===== config.mk =====
export PLATFORM = sky130hd
export DESIGN_NAME = imem_fetch_controller
export DESIGN_NICKNAME = d
export VERILOG_FILES = /design/src/rtl/mips_fetch_pkg.sv /design/src/rtl/fetch_skid_fifo.sv /design/src/rtl/imem_fetch_controller.sv
export SDC_FILE = /design/constraint.sdc
export NUM_CORES = 1
export LEC_CHECK = 0
export CAP_MARGIN = 10
export CORE_MARGIN = 4
export CORE_UTILIZATION = 57
export CTS_BUF_LIST = sky130_fd_sc_hd__clkbuf_2 sky130_fd_sc_hd__clkbuf_4 sky130_fd_sc_hd__clkbuf_8
export DETAILED_ROUTE_END_ITERATION = 16
export GPL_ROUTABILITY_DRIVEN = 0
export PLACE_DENSITY = 0.95
export SYNTH_ARGS = -nofsm -noshare
export SYNTH_HDL_FRONTEND = slang
export SYNTH_HIERARCHICAL = 1
export SYNTH_SLANG_ARGS = --single-unit

===== constraint.sdc =====
create_clock -name clk -period 3.4 [get_ports clk]
set_input_delay 0.68 -clock clk [delete_from_list [all_inputs] [get_ports clk]]
set_output_delay 0.68 -clock clk [all_outputs]
set_load 0.005 [all_outputs]

===== src/rtl/mips_fetch_pkg.sv =====
// mips_fetch_pkg: shared fetch-state encoding, FIFO depth and entry layout
// for the instruction fetch path.
package mips_fetch_pkg;

  typedef enum logic [1:0] {
    ST_IDLE   = 2'd0,
    ST_RUN    = 2'd1,
    ST_HALTED = 2'd2
  } fetch_state_e;

  localparam int unsigned FETCH_FIFO_DEPTH = 2;
  localparam int unsigned DEFAULT_RESET_PC = 0;
  localparam int unsigned FETCH_DATA_WIDTH = 32;
  localparam int unsigned FETCH_ADDR_WIDTH = 10;

  typedef struct packed {
    logic [FETCH_DATA_WIDTH-1:0] instr;
    logic [FETCH_ADDR_WIDTH-1:0] pc;
  } fetch_entry_t;

endpackage


===== src/rtl/fetch_skid_fifo.sv =====
// fetch_skid_fifo: 2-entry valid/ready FIFO holding returned fetch entries.
// The head register drives the output directly so it stays stable while the
// consumer stalls; flush discards everything at the next edge.
module fetch_skid_fifo
  import mips_fetch_pkg::*;
#(
  parameter int unsigned WIDTH = FETCH_DATA_WIDTH + FETCH_ADDR_WIDTH
) (
  input  logic             clk,
  input  logic             rst_n,
  input  logic             flush_i,
  input  logic             push_i,
  input  logic [WIDTH-1:0] data_i,
  input  logic             pop_i,
  output logic             valid_o,
  output logic [WIDTH-1:0] data_o,
  output logic [1:0]       count_o
);

  logic [WIDTH-1:0] head_q, head_d;
  logic [WIDTH-1:0] tail_q, tail_d;
  logic [1:0]       count_q, count_d;
  logic             pop_ok;

  assign pop_ok  = pop_i & (count_q != '0);
  assign valid_o = (count_q != '0);
  assign data_o  = head_q;
  assign count_o = count_q;

  // Next head/tail/count from push, pop and flush.
  always_comb begin
    head_d  = head_q;
    tail_d  = tail_q;
    count_d = count_q;
    if (flush_i) begin
      count_d = '0;
    end else begin
      case ({push_i, pop_ok})
        2'b10: begin
          if (count_q == '0) head_d = data_i;
          else               tail_d = data_i;
          count_d = count_q + 2'd1;
        end
        2'b01: begin
          head_d  = tail_q;
          count_d = count_q - 2'd1;
        end
        2'b11: begin
          if (count_q == 2'd1) begin
            head_d = data_i;
          end else begin
            head_d = tail_q;
            tail_d = data_i;
          end
        end
        default: ;
      endcase
    end
  end

  // Storage registers.
  always_ff @(posedge clk or negedge rst_n) begin
    if (!rst_n) begin
      head_q  <= '0;
      tail_q  <= '0;
      count_q <= '0;
    end else begin
      head_q  <= head_d;
      tail_q  <= tail_d;
      count_q <= count_d;
    end
  end

endmodule


===== src/rtl/imem_fetch_controller.sv =====
// imem_fetch_controller: owns the fetch PC, issues reads to the synchronous
// instruction memory, absorbs its 1-cycle latency and decode stalls through
// a 2-entry FIFO, and flushes wrong-path work on redirects.
// Optional: define FETCH_HALT_ON_ZERO_EN to halt fetch on a returned zero word.
module imem_fetch_controller
  import mips_fetch_pkg::*;
#(
  parameter int unsigned ADDR_WIDTH = 10,
  parameter int unsigned DATA_WIDTH = 32,
  parameter int unsigned RESET_PC   = DEFAULT_RESET_PC
) (
  input  logic                  clk,
  input  logic                  rst_n,
  input  logic                  enable,
  output logic [ADDR_WIDTH-1:0] imem_addr,
  input  logic [DATA_WIDTH-1:0] imem_data,
  input  logic                  redirect_valid,
  input  logic [ADDR_WIDTH-1:0] redirect_addr,
  output logic                  instr_valid,
  input  logic                  instr_ready,
  output logic [DATA_WIDTH-1:0] instr_out,
  output logic [ADDR_WIDTH-1:0] pc_out,
  output logic                  halted
);

  localparam int unsigned EW = DATA_WIDTH + ADDR_WIDTH;

  fetch_state_e          state_q, state_d;
  logic [ADDR_WIDTH-1:0] fetch_pc_q, fetch_pc_d;
  logic [ADDR_WIDTH-1:0] inflight_pc_q, inflight_pc_d;
  logic                  inflight_q, inflight_d;

  logic [1:0]            fifo_count;
  logic [2:0]            occupancy;
  logic [EW-1:0]         fifo_head;
  logic                  pop, push, ret_ok, halt_hit, run_ok, issue;

  assign pop    = instr_valid & instr_ready;
  assign ret_ok = inflight_q & ~redirect_valid;

`ifdef FETCH_HALT_ON_ZERO_EN
  assign halt_hit = ret_ok & (imem_data == '0);
  assign halted   = (state_q == ST_HALTED);
`else
  assign halt_hit = 1'b0;
  assign halted   = 1'b0;
`endif

  assign push = ret_ok & ~halt_hit;

  // Issue is gated on enable directly (IDLE with enable counts as running)
  // so the first fetch goes out in the cycle reset releases, giving the
  // 2-cycle first-valid latency, and a low enable stops issue immediately.
  assign run_ok    = enable & (state_q != ST_HALTED);
  assign occupancy = {1'b0, fifo_count} + {2'b0, inflight_q};
  assign issue     = run_ok & ~redirect_valid & ~halt_hit &
                     (occupancy < (3'(FETCH_FIFO_DEPTH) + {2'b0, pop}));

  assign imem_addr = fetch_pc_q;
  assign instr_out = fifo_head[EW-1:ADDR_WIDTH];
  assign pc_out    = fifo_head[ADDR_WIDTH-1:0];

  fetch_skid_fifo #(
    .WIDTH (EW)
  ) u_fifo (
    .clk     (clk),
    .rst_n   (rst_n),
    .flush_i (redirect_valid),
    .push_i  (push),
    .data_i  ({imem_data, inflight_pc_q}),
    .pop_i   (pop),
    .valid_o (instr_valid),
    .data_o  (fifo_head),
    .count_o (fifo_count)
  );

  // FSM next state, PC sequencing and inflight tracking; redirect wins.
  always_comb begin
    state_d       = state_q;
    fetch_pc_d    = fetch_pc_q;
    inflight_d    = 1'b0;
    inflight_pc_d = inflight_pc_q;
    if (redirect_valid) begin
      fetch_pc_d = redirect_addr;
      if (state_q == ST_HALTED) state_d = ST_RUN;
    end else begin
      if (issue) begin
        inflight_d    = 1'b1;
        inflight_pc_d = fetch_pc_q;
        fetch_pc_d    = fetch_pc_q + ADDR_WIDTH'(1);
      end
      case (state_q)
        ST_IDLE: if (enable)  state_d = ST_RUN;
        ST_RUN:  if (!enable) state_d = ST_IDLE;
        default: ;
      endcase
      if (halt_hit) state_d = ST_HALTED;
    end
  end

  // State, PC and inflight registers.
  always_ff @(posedge clk or negedge rst_n) begin
    if (!rst_n) begin
      state_q       <= ST_IDLE;
      fetch_pc_q    <= ADDR_WIDTH'(RESET_PC);
      inflight_q    <= 1'b0;
      inflight_pc_q <= '0;
    end else begin
      state_q       <= state_d;
      fetch_pc_q    <= fetch_pc_d;
      inflight_q    <= inflight_d;
      inflight_pc_q <= inflight_pc_d;
    end
  end

endmodule


==> impl_metrics.env, run 1 <==
export IMPL_synth_edff_count=0
export IMPL_worst_pin_slew_ps=1020
export IMPL_grt_total_usage=0.208
export IMPL_insertion_delay_ps=360
export IMPL_syn_num_nets=447
export IMPL_cts_resized=0
export IMPL_place_inst=582
export IMPL_yosysWarningCount=6
export IMPL_grt_pass1_vias=3328
export IMPL_final_core_util=0.738
export IMPL_clk_pin_slew_ps=100
export IMPL_cp_end_kind="output pin"
export IMPL_multi_input_area_um2=1940
export IMPL_maxCapViolCount=0
export IMPL_firstDrtPassIters=5
export IMPL_layout_setup_ws_ps=889
export IMPL_crit_required_ps=2720
export IMPL_r2r_slack_ps=1000
export IMPL_synth_main_ff_cell="dfrtp_1"
export IMPL_portBuffers=99
export IMPL_leakage_uw=0.00292
export IMPL_dieArea_um2=9890
export IMPL_hold_viol=0
export IMPL_antenna_cells=0
export IMPL_dp_hpwl_um=6990
export IMPL_synth_area_per_cell_um2=12.1
export IMPL_rsz0062_at_grt="false"
export IMPL_cts_max_level=3
export IMPL_die_w_um=99.5
export IMPL_antenna_found_initial=0
export IMPL_clkPwrFrac=0.215
export IMPL_root_buffer="clkbuf_8"
export IMPL_status="completed"
export IMPL_synth_area_leaders="dfrtp_1 56%, mux2_1 9.4%, mux2i_1 9.0%"
export IMPL_finalNetCount=541
export IMPL_r2r_cells=8
export IMPL_cts_hold_buffers=0
export IMPL_die_h_um=99.5
export IMPL_power_frac_comb=0.255
export IMPL_synth_top_area_cell="dfrtp_1"
export IMPL_worstPathArrival_ps=1830
export IMPL_r2r_start="u_fifo/count_o[0]"
export IMPL_timing_final_max_slew_violations=0
export IMPL_stdcell_count=598
export IMPL_fin_crit_sh=0.739
export IMPL_hp_class="primary input to async pin"
export IMPL_vias=3320
export IMPL_cts_tree="done"
export IMPL_tns_ps=0
export IMPL_coreArea_um2=8180
export IMPL_setup_viol=0
export IMPL_grt_remaining_overflow=0
export IMPL_startpoint_type="register"
export IMPL_period_minus_slack_ps=2510
export IMPL_powerDensity_nw_per_um2=550
export IMPL_wl_per_cell_um=16.7
export IMPL_async_reset_ff_frac=1.00
export IMPL_synth_top_area_share=0.562
export IMPL_syn_cell_area_um2=4770
export IMPL_viasPerCell=5.55
export IMPL_swShare=0.272
export IMPL_slew_headroom=0.322
export IMPL_wl_um=9980
export IMPL_seq_area_um2=2680
export IMPL_yosysMostFrequentCell="dfrtp_1"
export IMPL_power_switching_uw=902
export IMPL_synth_cell_types=35
export IMPL_r2r_end="inflight_pc_q[2]"
export IMPL_cp_max_fo=5
export IMPL_yosys_register_bits=107
export IMPL_vdd_ir_drop_max_uv=257
export IMPL_initial_core_util=0.583
export IMPL_synth_cells=394
export IMPL_ios=101
export IMPL_grt_start_max_net_pins=85
export IMPL_drc=0
export IMPL_crit_type="register to output pin"
export IMPL_drive_gt1_frac=0.0892
export IMPL_pwr_share_seq=0.531
export IMPL_numCtsBuffers=9
export IMPL_intPower_uw=2410
export IMPL_crit_end="instr_valid"
export IMPL_cts_sinks=107
export IMPL_area_growth_pct=26.5
export IMPL_grt_first_pass_wirelength_um=16400
export IMPL_synth_seq_area_share=0.562
export IMPL_clk_path_buf_depth=2
export IMPL_drtIter0Drc=161
export IMPL_ant_nets=0
export IMPL_skew_ps=11.4
export IMPL_nFillCells=541
export IMPL_startpoint="u_fifo/count_o[0]"
export IMPL_pre_cts_slack_ps=708
export IMPL_synth_common_cells="107 x dfrtp_1, 46 x a21oi_1, 46 x nor2_1, 43 x mux2i_1, 40 x mux2_1"
export IMPL_rows=33
export IMPL_totalPowerFinal_uw=3310
export IMPL_postCtsSetupBuffers=0
export IMPL_fmax_mhz=398
-- placed cells by master, fill, tap and decap left out, drive strengths merged, types with 2 or more instances in the layout --
cell           count
dfrtp            107
mux2              53
nor4               3
nand2b             5
clkdlybuf4s50     98
nand3              3
a21oi             47
o21ai              6
inv                5
mux2i             43
clkinvlp           2
buf                8
nor2b              3
ha                 6
a211oi             5
o31a               4
clkbuf            13
nand2             16
nand4              2
nor2              46
xnor2              6
a211o              2
-- critical path: stages (launching register included) --
cell and delay [ps]:
dfrtp_1 450, inv_1 70, ha_1 260, inv_1 160
clkdlybuf4s50_1 530
-- logic make-up (layout without fill, tap and decap cells) --
| family | count (synthesis) | in the layout | synth area share |
|---|---|---|---|
| buf+inv | 28 | 127 | 0.0341 |
| simple gates | 83 | 83 | 0.0800 |
| mux | 96 | 96 | 0.215 |
| compound gates | 67 | 67 | 0.0813 |
| other cells | 1 | 1 | 0.000786 |
| fa+ha+maj | 6 | 6 | 0.0157 |
| flops | 107 | 107 | 0.562 |
| xor+xnor | 6 | 6 | 0.0110 |
-- layer usage --
metal | part of all wire | wire (um) | vias to the layer above | GRT usage
li1 | - | - | 1568 | -
met1 | 0.43 | 4310 | 1622 | 0.286
met2 | 0.49 | 4870 | 114 | 0.337
met3 | 0.065 | 648 | 16 | 0.0491
met4 | 0.015 | 145 | 0 | 0.0557
met5 | 0 | 0 | - | 0
-- worst min-delay path by stage --
stage | startpoint | endpoint | slack (ps) | cells past startpoint
4_1_cts | u_fifo/tail_q[16] | u_fifo/tail_q[16] | 500 | 1
6_report | rst_n | u_fifo/data_o[20] | 480 | 1
3_3_place_gp | u_fifo/tail_q[11] | u_fifo/tail_q[11] | 470 | 1
2_1_floorplan | rst_n | imem_addr[0] | 380 | 0
3_5_place_dp | u_fifo/tail_q[16] | u_fifo/tail_q[16] | 480 | 1
5_1_grt | u_fifo/tail_q[16] | u_fifo/tail_q[16] | 510 | 1
-- sequential cells by signal, summed over array words and instances, names as in the netlist --
name,flops
u_fifo/count_o,2
imem_addr,10
inflight_pc_q,10
u_fifo/data_o,42
inflight_q,1
u_fifo/tail_q,42
-- power by group through the flow --
stage | Clock [uW] | Combinational, uW | Sequential, uW
global placement | 0 | 814 | 1760
finish | 711 | 844 | 1760
CTS | 731 | 857 | 1760
global route | 779 | 926 | 1800
detailed placement | 0 | 850 | 1780
floorplan | 0 | 333 | 1750
-- metrics by stage --
stage | instance area [um^2] | hold slack (ps)
floorplan | 4770 | 384
global placement | 5850 | 472
detailed placement | 5850 | 482
CTS | 6030 | 503
global route | 6030 | 513
finish | 6030 | 477
-- area by class of cell --
class                      count  share of cell area
sequential                   107               0.444
multi-input combinational    259               0.322
timing repair buffer         106               0.179
clock buffer                  13              0.0266
tap                          105              0.0218
clock inverter                 3             0.00394
inverter                       5             0.00311
No activity file was read; power rests on OpenSTA's default activity.
==> inputs of run 2 (changes only) <==
--- a/config.mk
+++ b/config.mk
@@ -7,11 +7,11 @@
 export LEC_CHECK = 0
 export CAP_MARGIN = 10
 export CORE_MARGIN = 4
-export CORE_UTILIZATION = 57
+export CORE_UTILIZATION = 48
 export CTS_BUF_LIST = sky130_fd_sc_hd__clkbuf_2 sky130_fd_sc_hd__clkbuf_4 sky130_fd_sc_hd__clkbuf_8
 export DETAILED_ROUTE_END_ITERATION = 16
 export GPL_ROUTABILITY_DRIVEN = 0
-export PLACE_DENSITY = 0.95
+export PLACE_DENSITY = 0.91
 export SYNTH_ARGS = -nofsm -noshare
 export SYNTH_HDL_FRONTEND = slang
 export SYNTH_HIERARCHICAL = 1
==> constraint.sdc (replaced) <==
create_clock -name clk -period 2.09 [get_ports clk]
set_input_delay 0.418 -clock clk [delete_from_list [all_inputs] [get_ports clk]]
set_output_delay 0.418 -clock clk [all_outputs]
set_load 0.005 [all_outputs]
==> run 2 against run 1 <==
Cell area grew 3.6%. Die area grew 17%. Worst setup slack lost 800 ps. Worst hold slack gained 21 ps. Sequential power grew 63%. Wire length grew 3.4%.
==> impl_metrics.env, run 2 (synthesis gave the netlist of run 1 again) <==
export IMPL_crit_type="register to output pin"
export IMPL_tns_ps=0
export IMPL_drc=0
export IMPL_cp_max_fo=3
export IMPL_layout_common_cells="107 x dfrtp_1, 98 x clkdlybuf4s50_1, 46 x nor2_1, 46 x a21oi_1, 43 x mux2i_1"
export IMPL_coreArea_um2=9730
export IMPL_drtIter0Drc=119
export IMPL_dieArea_um2=11600
export IMPL_r2r_slack_ps=140
export IMPL_vdd_ir_drop_max_uv=334
export IMPL_startpoint_type="register"
export IMPL_clk_pin_slew_ps=100
export IMPL_vias=3354
export IMPL_finalNetCount=558
export IMPL_rows=36
export IMPL_use_met1=0.247
export IMPL_period_minus_slack_ps=2000
export IMPL_grt_total_usage=0.187
export IMPL_die_h_um=108
export IMPL_stdcell_count=642
export IMPL_hp_class="register to register"
export IMPL_root_buffer="clkbuf_8"
export IMPL_wl_um=10300
export IMPL_numCtsBuffers=9
export IMPL_grt_pass1_vias=3547
export IMPL_ios=101
export IMPL_worstPathArrival_ps=1580
export IMPL_skew_ps=5.83
export IMPL_antenna_found_initial=0
export IMPL_dpl_cell_area_um2=6040
export IMPL_firstDrtPassIters=4
export IMPL_place_inst=624
export IMPL_portBuffers=99
export IMPL_viasPerCell=5.22
export IMPL_busiest_layer="met2"
export IMPL_fmax_mhz=500
export IMPL_grt_use_met2=0.310
export IMPL_ant_nets=0
export IMPL_initial_core_util=0.490
export IMPL_die_w_um=108
export IMPL_clk_path_buf_depth=2
export IMPL_cts_max_level=3
export IMPL_grt_start_max_net_pins=54
export IMPL_layout_setup_ws_ps=91.3
export IMPL_fin_crit_sh=0.956
export IMPL_wl_per_cell_um=16.1
export IMPL_crit_required_ps=1670
export IMPL_grtUsageMet3=0.0390
export IMPL_timing_final_max_slew_violations=0
export IMPL_cts_tree="done"
export IMPL_maxCapViolCount=0
export IMPL_cts_sinks=107
export IMPL_insertion_delay_ps=360
export IMPL_setup_viol=0
export IMPL_status="completed"
export IMPL_rsz0062_at_grt="false"
export IMPL_grt_first_pass_wirelength_um=17100
export IMPL_leakage_uw=0.00303
export IMPL_powerDensity_nw_per_um2=871
export IMPL_antenna_cells=0
export IMPL_grt_remaining_overflow=0
export IMPL_area_growth_pct=31.0
export IMPL_dp_hpwl_um=7470
export IMPL_fin_area_um2=6250
export IMPL_drive_gt1_frac=0.120
export IMPL_hold_viol=0
export IMPL_pre_cts_slack_ps=-69.2
export IMPL_final_common_cell="dfrtp_1"
export IMPL_cp_end_kind="output pin"
run 2: changes by cell type in the layout (fill, tap and decap cells not counted), sizes merged:
cell | before | now
clkinvlp | 2 | 0
buf | 8 | 24
clkbuf | 13 | 10
clkinv | 1 | 3
dlygate4sd3 | 0 | 1
inv | 5 | 7
run 2: through the flow:
stage               total power [uW]  hold slack [ps]   util
finish                          5440              498  0.642
global placement                4210              397  0.620
floorplan                       3390              122      -
global route                    5780              516  0.642
CTS                             5510              504  0.641
detailed placement              4320              397  0.620
run 2: what timing repair did:
action	in CTS	in global routing
setup buffers	1	1
gates resized for setup	1	1
setup endpoints to repair	1	1
hold buffers	1	0
hold endpoints to repair	32	0
run 2: final timing paths:
check | start | endpoint | depth (start not counted)
setup / recovery | u_fifo/count_o[1] | instr_valid | 4
hold / removal | u_fifo/tail_q[15] | u_fifo/tail_q[15] | 1
setup reg to reg | u_fifo/count_o[1] | inflight_pc_q[4] | 9
hold reg to reg | u_fifo/tail_q[15] | u_fifo/tail_q[15] | 1
max in group asynchronous | rst_n | u_fifo/data_o[0] | 3
min in group asynchronous | rst_n | imem_addr[8] | 2
run 2: area by class of cell:
type / count / area, um^2
Multi-Input combinational cell: 259 / 1940
Inverter: 5 / 18.8
Sequential cell: 107 / 2680
Timing Repair Buffer: 123 / 1260
Clock buffer: 10 / 138
Fill cell: 753 / 3480
Clock inverter: 5 / 46.3
Tap cell: 133 / 166
run 2: metal layers:
layer | vias to the layer above | wire length (um)
li1 | 1595 | -
met1 | 1647 | 4520
met2 | 94 | 5130
met3 | 18 | 501
met4 | 0 | 167
met5 | - | 0
run 2: power by group:
| part | internal [uW] | switching [uW] |
|---|---|---|
| clock network | 479 | 695 |
| logic | 892 | 515 |
| registers | 2550 | 313 |
| total | 3920 | 1520 |
run 2: critical path, stage by stage (launching register included):
cell,delay (ps)
dfrtp_1,380
inv_1,80
ha_2,190
inv_2,80
clkdlybuf4s50_1,500
